$ cat config.mk
export PLATFORM = sky130hd
export DESIGN_NAME = coreaxi4dmacontroller_ctrl_if_axi4lite_slv
export DESIGN_NICKNAME = d
export VERILOG_FILES = /design/src/rtl/coreaxi4dmacontroller_ctrl_if_axi4lite_slv.sv
export SDC_FILE = /design/constraint.sdc
export NUM_CORES = 1
export LEC_CHECK = 0
export ABC_AREA = 1
export CAP_MARGIN = 20
export CORE_UTILIZATION = 40
export DETAILED_ROUTE_END_ITERATION = 7
export PLACE_DENSITY = 0.87
export SYNTH_ARGS = -nofsm -noshare
export SYNTH_HDL_FRONTEND = slang
export SYNTH_SLANG_ARGS = --single-unit
$ cat constraint.sdc
create_clock -name CLOCK -period 3.04 [get_ports CLOCK]
set_input_delay 0.912 -clock CLOCK [delete_from_list [all_inputs] [get_ports CLOCK]]
set_output_delay 0.912 -clock CLOCK [all_outputs]
set_load 0.05 [all_outputs]
$ cat src/rtl/coreaxi4dmacontroller_ctrl_if_axi4lite_slv.sv
`default_nettype none
// ============================================================================
// coreaxi4dmacontroller_ctrl_if_axi4lite_slv
// AXI4-Lite slave that issues one access at a time on the internal register bus.
// Optional stall abort: COREAXI4DMACONTROLLER_CTRL_IF_TIMEOUT_EN
// Revision: 1.0
// ============================================================================
module coreaxi4dmacontroller_ctrl_if_axi4lite_slv #(
    parameter int ADDR_WIDTH = 32,
    parameter int RD_TIMEOUT = 256
) (
    input  logic                  CLOCK,
    input  logic                  RESETN,
    input  logic                  CTRL_AWVALID,
    output logic                  CTRL_AWREADY,
    input  logic [ADDR_WIDTH-1:0] CTRL_AWADDR,
    input  logic                  CTRL_WVALID,
    output logic                  CTRL_WREADY,
    input  logic [31:0]           CTRL_WDATA,
    input  logic [3:0]            CTRL_WSTRB,
    output logic                  CTRL_BVALID,
    input  logic                  CTRL_BREADY,
    output logic [1:0]            CTRL_BRESP,
    input  logic                  CTRL_ARVALID,
    output logic                  CTRL_ARREADY,
    input  logic [ADDR_WIDTH-1:0] CTRL_ARADDR,
    output logic                  CTRL_RVALID,
    input  logic                  CTRL_RREADY,
    output logic [31:0]           CTRL_RDATA,
    output logic [1:0]            CTRL_RRESP,
    output logic                  REG_WR,
    output logic                  REG_RD,
    output logic [10:0]           REG_ADDR,
    output logic [31:0]           REG_WDATA,
    output logic [3:0]            REG_BE,
    input  logic                  REG_READY,
    input  logic [31:0]           REG_RDATA,
    input  logic                  REG_RDATA_VALID
);

    typedef enum logic [2:0] {
        IDLE     = 3'd0,
        WR_ISSUE = 3'd1,
        WR_RESP  = 3'd2,
        RD_ISSUE = 3'd3,
        RD_WAIT  = 3'd4,
        RD_RESP  = 3'd5
    } state_t;

    state_t      state, state_nxt;
    logic        prio_wr;
    logic [8:0]  addr_q;
    logic [31:0] wdata_q;
    logic [31:0] rdata_q;
    logic [3:0]  be_q;
    logic        slverr_q;
    logic        write_req, rd_req, grant_wr, grant_rd;
    logic        timeout;
    logic        unused_addr_bits;

    assign write_req = CTRL_AWVALID & CTRL_WVALID;
    assign rd_req    = CTRL_ARVALID;
    // Contention goes to whichever side did not win last; uncontested requests always win.
    assign grant_wr  = write_req & (~rd_req | prio_wr);
    assign grant_rd  = rd_req & (~write_req | ~prio_wr);

    assign unused_addr_bits = ^{CTRL_AWADDR[ADDR_WIDTH-1:11], CTRL_AWADDR[1:0],
                                CTRL_ARADDR[ADDR_WIDTH-1:11], CTRL_ARADDR[1:0]};

`ifdef COREAXI4DMACONTROLLER_CTRL_IF_TIMEOUT_EN
    localparam int CNT_W = ($clog2(RD_TIMEOUT) < 8) ? 8 : $clog2(RD_TIMEOUT);
    logic [CNT_W-1:0] cnt;
    logic             cnt_state, cnt_state_nxt;

    assign cnt_state     = (state == WR_ISSUE) || (state == RD_ISSUE) || (state == RD_WAIT);
    assign cnt_state_nxt = (state_nxt == WR_ISSUE) || (state_nxt == RD_ISSUE) || (state_nxt == RD_WAIT);
    assign timeout       = cnt_state && (cnt == CNT_W'(RD_TIMEOUT - 1));

    always_ff @(posedge CLOCK or negedge RESETN) begin
        if (!RESETN) begin
            cnt <= '0;
        end else if (cnt_state_nxt && (state_nxt != state)) begin
            cnt <= '0;
        end else if (cnt_state) begin
            cnt <= cnt + 1'b1;
        end
    end
`else
    assign timeout = 1'b0;
`endif

    always_ff @(posedge CLOCK or negedge RESETN) begin
        if (!RESETN) begin
            state <= IDLE;
        end else begin
            state <= state_nxt;
        end
    end

    // Progress is tested before timeout so a last-cycle ready still completes normally.
    always_comb begin
        state_nxt    = state;
        CTRL_AWREADY = 1'b0;
        CTRL_WREADY  = 1'b0;
        CTRL_ARREADY = 1'b0;
        unique case (state)
            IDLE: begin
                CTRL_AWREADY = grant_wr;
                CTRL_WREADY  = grant_wr;
                CTRL_ARREADY = grant_rd;
                if (grant_wr)      state_nxt = WR_ISSUE;
                else if (grant_rd) state_nxt = RD_ISSUE;
            end
            WR_ISSUE: if (REG_READY || timeout) state_nxt = WR_RESP;
            WR_RESP:  if (CTRL_BREADY) state_nxt = IDLE;
            RD_ISSUE: begin
                if (REG_READY && REG_RDATA_VALID) state_nxt = RD_RESP;
                else if (REG_READY)               state_nxt = RD_WAIT;
                else if (timeout)                 state_nxt = RD_RESP;
            end
            RD_WAIT:  if (REG_RDATA_VALID || timeout) state_nxt = RD_RESP;
            RD_RESP:  if (CTRL_RREADY) state_nxt = IDLE;
            default:  state_nxt = IDLE;
        endcase
    end

    always_ff @(posedge CLOCK or negedge RESETN) begin
        if (!RESETN) begin
            prio_wr  <= 1'b1;
            addr_q   <= '0;
            wdata_q  <= '0;
            be_q     <= '0;
            rdata_q  <= '0;
            slverr_q <= 1'b0;
        end else begin
            unique case (state)
                IDLE: begin
                    if (grant_wr) begin
                        addr_q   <= CTRL_AWADDR[10:2];
                        wdata_q  <= CTRL_WDATA;
                        be_q     <= CTRL_WSTRB;
                        prio_wr  <= 1'b0;
                        slverr_q <= 1'b0;
                    end else if (grant_rd) begin
                        addr_q   <= CTRL_ARADDR[10:2];
                        be_q     <= 4'hF;
                        prio_wr  <= 1'b1;
                        slverr_q <= 1'b0;
                    end
                end
                WR_ISSUE: begin
                    if (!REG_READY && timeout) slverr_q <= 1'b1;
                end
                RD_ISSUE: begin
                    if (REG_READY && REG_RDATA_VALID) begin
                        rdata_q <= REG_RDATA;
                    end else if (!REG_READY && timeout) begin
                        rdata_q  <= '0;
                        slverr_q <= 1'b1;
                    end
                end
                RD_WAIT: begin
                    if (REG_RDATA_VALID) begin
                        rdata_q <= REG_RDATA;
                    end else if (timeout) begin
                        rdata_q  <= '0;
                        slverr_q <= 1'b1;
                    end
                end
                RD_RESP: begin
                    if (CTRL_RREADY) rdata_q <= '0;
                end
                default: ;
            endcase
        end
    end

    assign REG_WR      = (state == WR_ISSUE);
    assign REG_RD      = (state == RD_ISSUE);
    assign REG_ADDR    = {addr_q, 2'b00};
    assign REG_WDATA   = wdata_q;
    assign REG_BE      = be_q;
    assign CTRL_BVALID = (state == WR_RESP);
    assign CTRL_BRESP  = (CTRL_BVALID && slverr_q) ? 2'b10 : 2'b00;
    assign CTRL_RVALID = (state == RD_RESP);
    assign CTRL_RRESP  = (CTRL_RVALID && slverr_q) ? 2'b10 : 2'b00;
    assign CTRL_RDATA  = rdata_q;

endmodule
`default_nettype wire

==> metrics, run 1 <==
worst r2r src state[2]$_DFFE_PN0P_; Req. time, crit path 2.13 ns; CP max stage cell clkdlybuf4s50_1; Setup TNS Final 0 ns; Wirelength per Cell 14.09 um; WL final 9806 um; die area 9619 um^2; outcome complete, but fails checks; Worst setup SP type input pin; Core ar. 8848 um^2; die height 98.08 um; Netlist cell types 30; kind of cell adding the most delay to the critical path buffers and inverters; Clock Pin Slew Worst Setup and Hold Paths 0.07 ns; Critical Path Source CTRL_AWVALID; commonest non-fill, non-tap cells in the layout clkdlybuf4s50_1 (173), nand2_1 (159), dfrtp_1 (80); Die Width 98.08 um; MaxCap Viol Count 0; commonest non-fill, non-tap cell in the layout clkdlybuf4s50_1; FP Rows 34; cell count after synthesis 415; CTS Buffer Depth 2; Ys Warns 0; critical path class input pin to primary output; Pre-antenna DRT Iters 7; footprint of the multi-input gates 1381 um^2; Via density 4.892; total number of vias 3,405; Nets 725; Clock Skews 0.01074 ns; storage element area 2028 um^2; Setup WS pre-CTS -0.05503 ns; Critical Path Stages 7; Worst Setup EP CTRL_ARREADY; Residual DRC 16; min-delay worst type flop to flop; Synth Register Bits 81; PD cells 1200 nW/um^2; syn_area_per_cell 8.897 um^2; relative slew slack 0.5770; final setup violation count 0; Max Clk Rate 335.5 MHz; CTS tree built; total global-route track usage 0.2058; half-perimeter wire length after placement 7220 um; Area growth, synth to finish 53.95%; root buf cell clkbuf_8; FF-to-FF setup slack 0.99 ns; critical path peak fanout 2; Setup Fix Bufs, Post-CTS 0; diode count 0; first-pass GRT wire length 16,070 um; Period Utilization, post-route 0.9804; Setup WS post-layout 0.05969 ns; hold_buf cts 0; worst-skew pair later-pin latency 0.33 ns; share of layout cells above drive strength 1 0.08844; worst-margin pin slew 0.6323 ns; P_leak 2.634 nW; clk sinks 81; Initial Util 0.4173; Worst Reg2Reg Path Length in Cells 5; Util after Layout 0.6424; Slew Viols, Final 0; grt ovf 0; initial antenna violation count 0; CP arrival 2.07 ns; Antenna Nets Post-Route 0; Final min period 2.980 ns; drt initial violations 118; CP Cell Sequence clkdlybuf4s50_1 -> nand2_2 -> buf_4 -> a21oi_4 -> nand2_1 -> inv_1 -> buf_6; Critical Path End Type primary output; Syn Std Cell Area 3692 um^2; TritonCTS Buffers 9; Hold Vio Cnt, Final 0; hold path cells 2; Pwr Total 6.820 mW; failing checks design-rule violations; sequential cell area fraction in the yosys report 0.5493; count of buffer and inverter cells on the critical path 4; Worst R2R End CTRL_RDATA[30]$_DFFE_PN0P_; Ports 231; largest stage delay on the critical path 0.47 ns; gp weighted congestion 0.8109; H-tree levels 3; FILL cells 735; largest net degree at the start of global routing 44; vias in the first global route 3,405; I/O Buffers 178; Max VDD drop 0.6687 mV
cell usage after synthesis (all sizes together):
library cell / count / area, um^2
nand3b: 1 / 11.26
conb: 1 / 3.750
buf: 32 / 244.0
inv: 15 / 56.31
o21ai: 35 / 175.2
dfstp: 1 / 26.28
nand4: 32 / 200.2
nand3: 17 / 102.6
clkbuf: 2 / 15.01
a21oi: 7 / 61.31
nand2: 166 / 648.1
nor2: 14 / 62.56
nor3: 2 / 10.01
dfrtp: 80 / 2002
o21a: 9 / 67.56
a31oi: 1 / 6.260
registers in the layout, summed over array words and instances, names as in the netlist:
name,count
REG_WDATA,32
state,3
prio_wr,1
CTRL_RDATA,32
REG_BE,4
addr_q,9
per-layer routing:
metal  share of wire  GRT usage  up-vias
li1                -          -     1681
met1            0.43     0.2512     1576
met2            0.48     0.3613      129
met3           0.071    0.04438       19
met4           0.021    0.06760        0
met5               0          0        -
cells by family after synthesis:
group,count (synthesis),synth area share
AND/OR/NAND/NOR,232,0.2802
flip-flops,81,0.5493
AO/OA/AOI/OAI,52,0.08404
buffers and inverters,49,0.08539
other,1,0.001016
final cells by class:
type                            count  area share
Tap cell                          108     0.02377
Multi-Input combinational cell    290      0.2430
Sequential cell                    81      0.3568
Clock inverter                      5     0.01013
Timing Repair Buffer              187      0.3339
Clock buffer                       10     0.02245
Inverter                           15    0.009905
tightest hold or removal path: stages, from the launching register on:
cell and delay, ns:
dfrtp_1 0.34, o21ai_1 0.06, nand2_1 0.05
per-stage QoR:
step           cell area (um^2)  std cells  hold WS (ns)
6_report                   5684        696        0.4799
5_1_grt                    5684        696        0.5071
4_1_cts                    5643        695        0.4844
3_5_place_dp               5454        680        0.4684
3_3_place_gp               5454        680        0.4603
2_1_floorplan              3711        420        0.4714
worst min-delay path by stage:
| stage | from | end | slack (ns) |
|---|---|---|---|
| after global placement | REG_WDATA[0]$_DFFE_PN0P_ | REG_WDATA[0]$_DFFE_PN0P_ | 0.46 |
| after CTS | REG_WDATA[31]$_DFFE_PN0P_ | REG_WDATA[31]$_DFFE_PN0P_ | 0.48 |
| after global routing | REG_WDATA[15]$_DFFE_PN0P_ | REG_WDATA[15]$_DFFE_PN0P_ | 0.51 |
| after floorplan | prio_wr$_DFFE_PN1P_ | prio_wr$_DFFE_PN1P_ | 0.47 |
| final | CTRL_RDATA[2]$_DFFE_PN0P_ | CTRL_RDATA[2]$_DFFE_PN0P_ | 0.48 |
| after detailed placement | REG_WDATA[31]$_DFFE_PN0P_ | REG_WDATA[31]$_DFFE_PN0P_ | 0.47 |
power by group:
part	internal [mW]	switching (mW)
Clock	0.374	0.365
Sequential	1.58	0.291
Combinational	1.37	2.84
Total	3.33	3.49
what timing repair did:
| item | CTS | global route |
|---|---|---|
| endpoints found under the hold margin | 0 | 0 |
| setup endpoints to repair | 3 | 3 |
| gates resized for setup | 1 | 3 |
No activity file was read; power rests on OpenSTA's default activity.
==> run 2, diff against run 1 <==
--- a/config.mk
+++ b/config.mk
@@ -8,6 +8,7 @@
 export ABC_AREA = 1
 export CAP_MARGIN = 20
 export CORE_UTILIZATION = 40
+export CTS_CLUSTER_DIAMETER = 100
 export DETAILED_ROUTE_END_ITERATION = 7
 export PLACE_DENSITY = 0.87
 export SYNTH_ARGS = -nofsm -noshare
==> results of run 2 <==
Same layout as run 1: the final DEF is identical, and so are final timing and power.
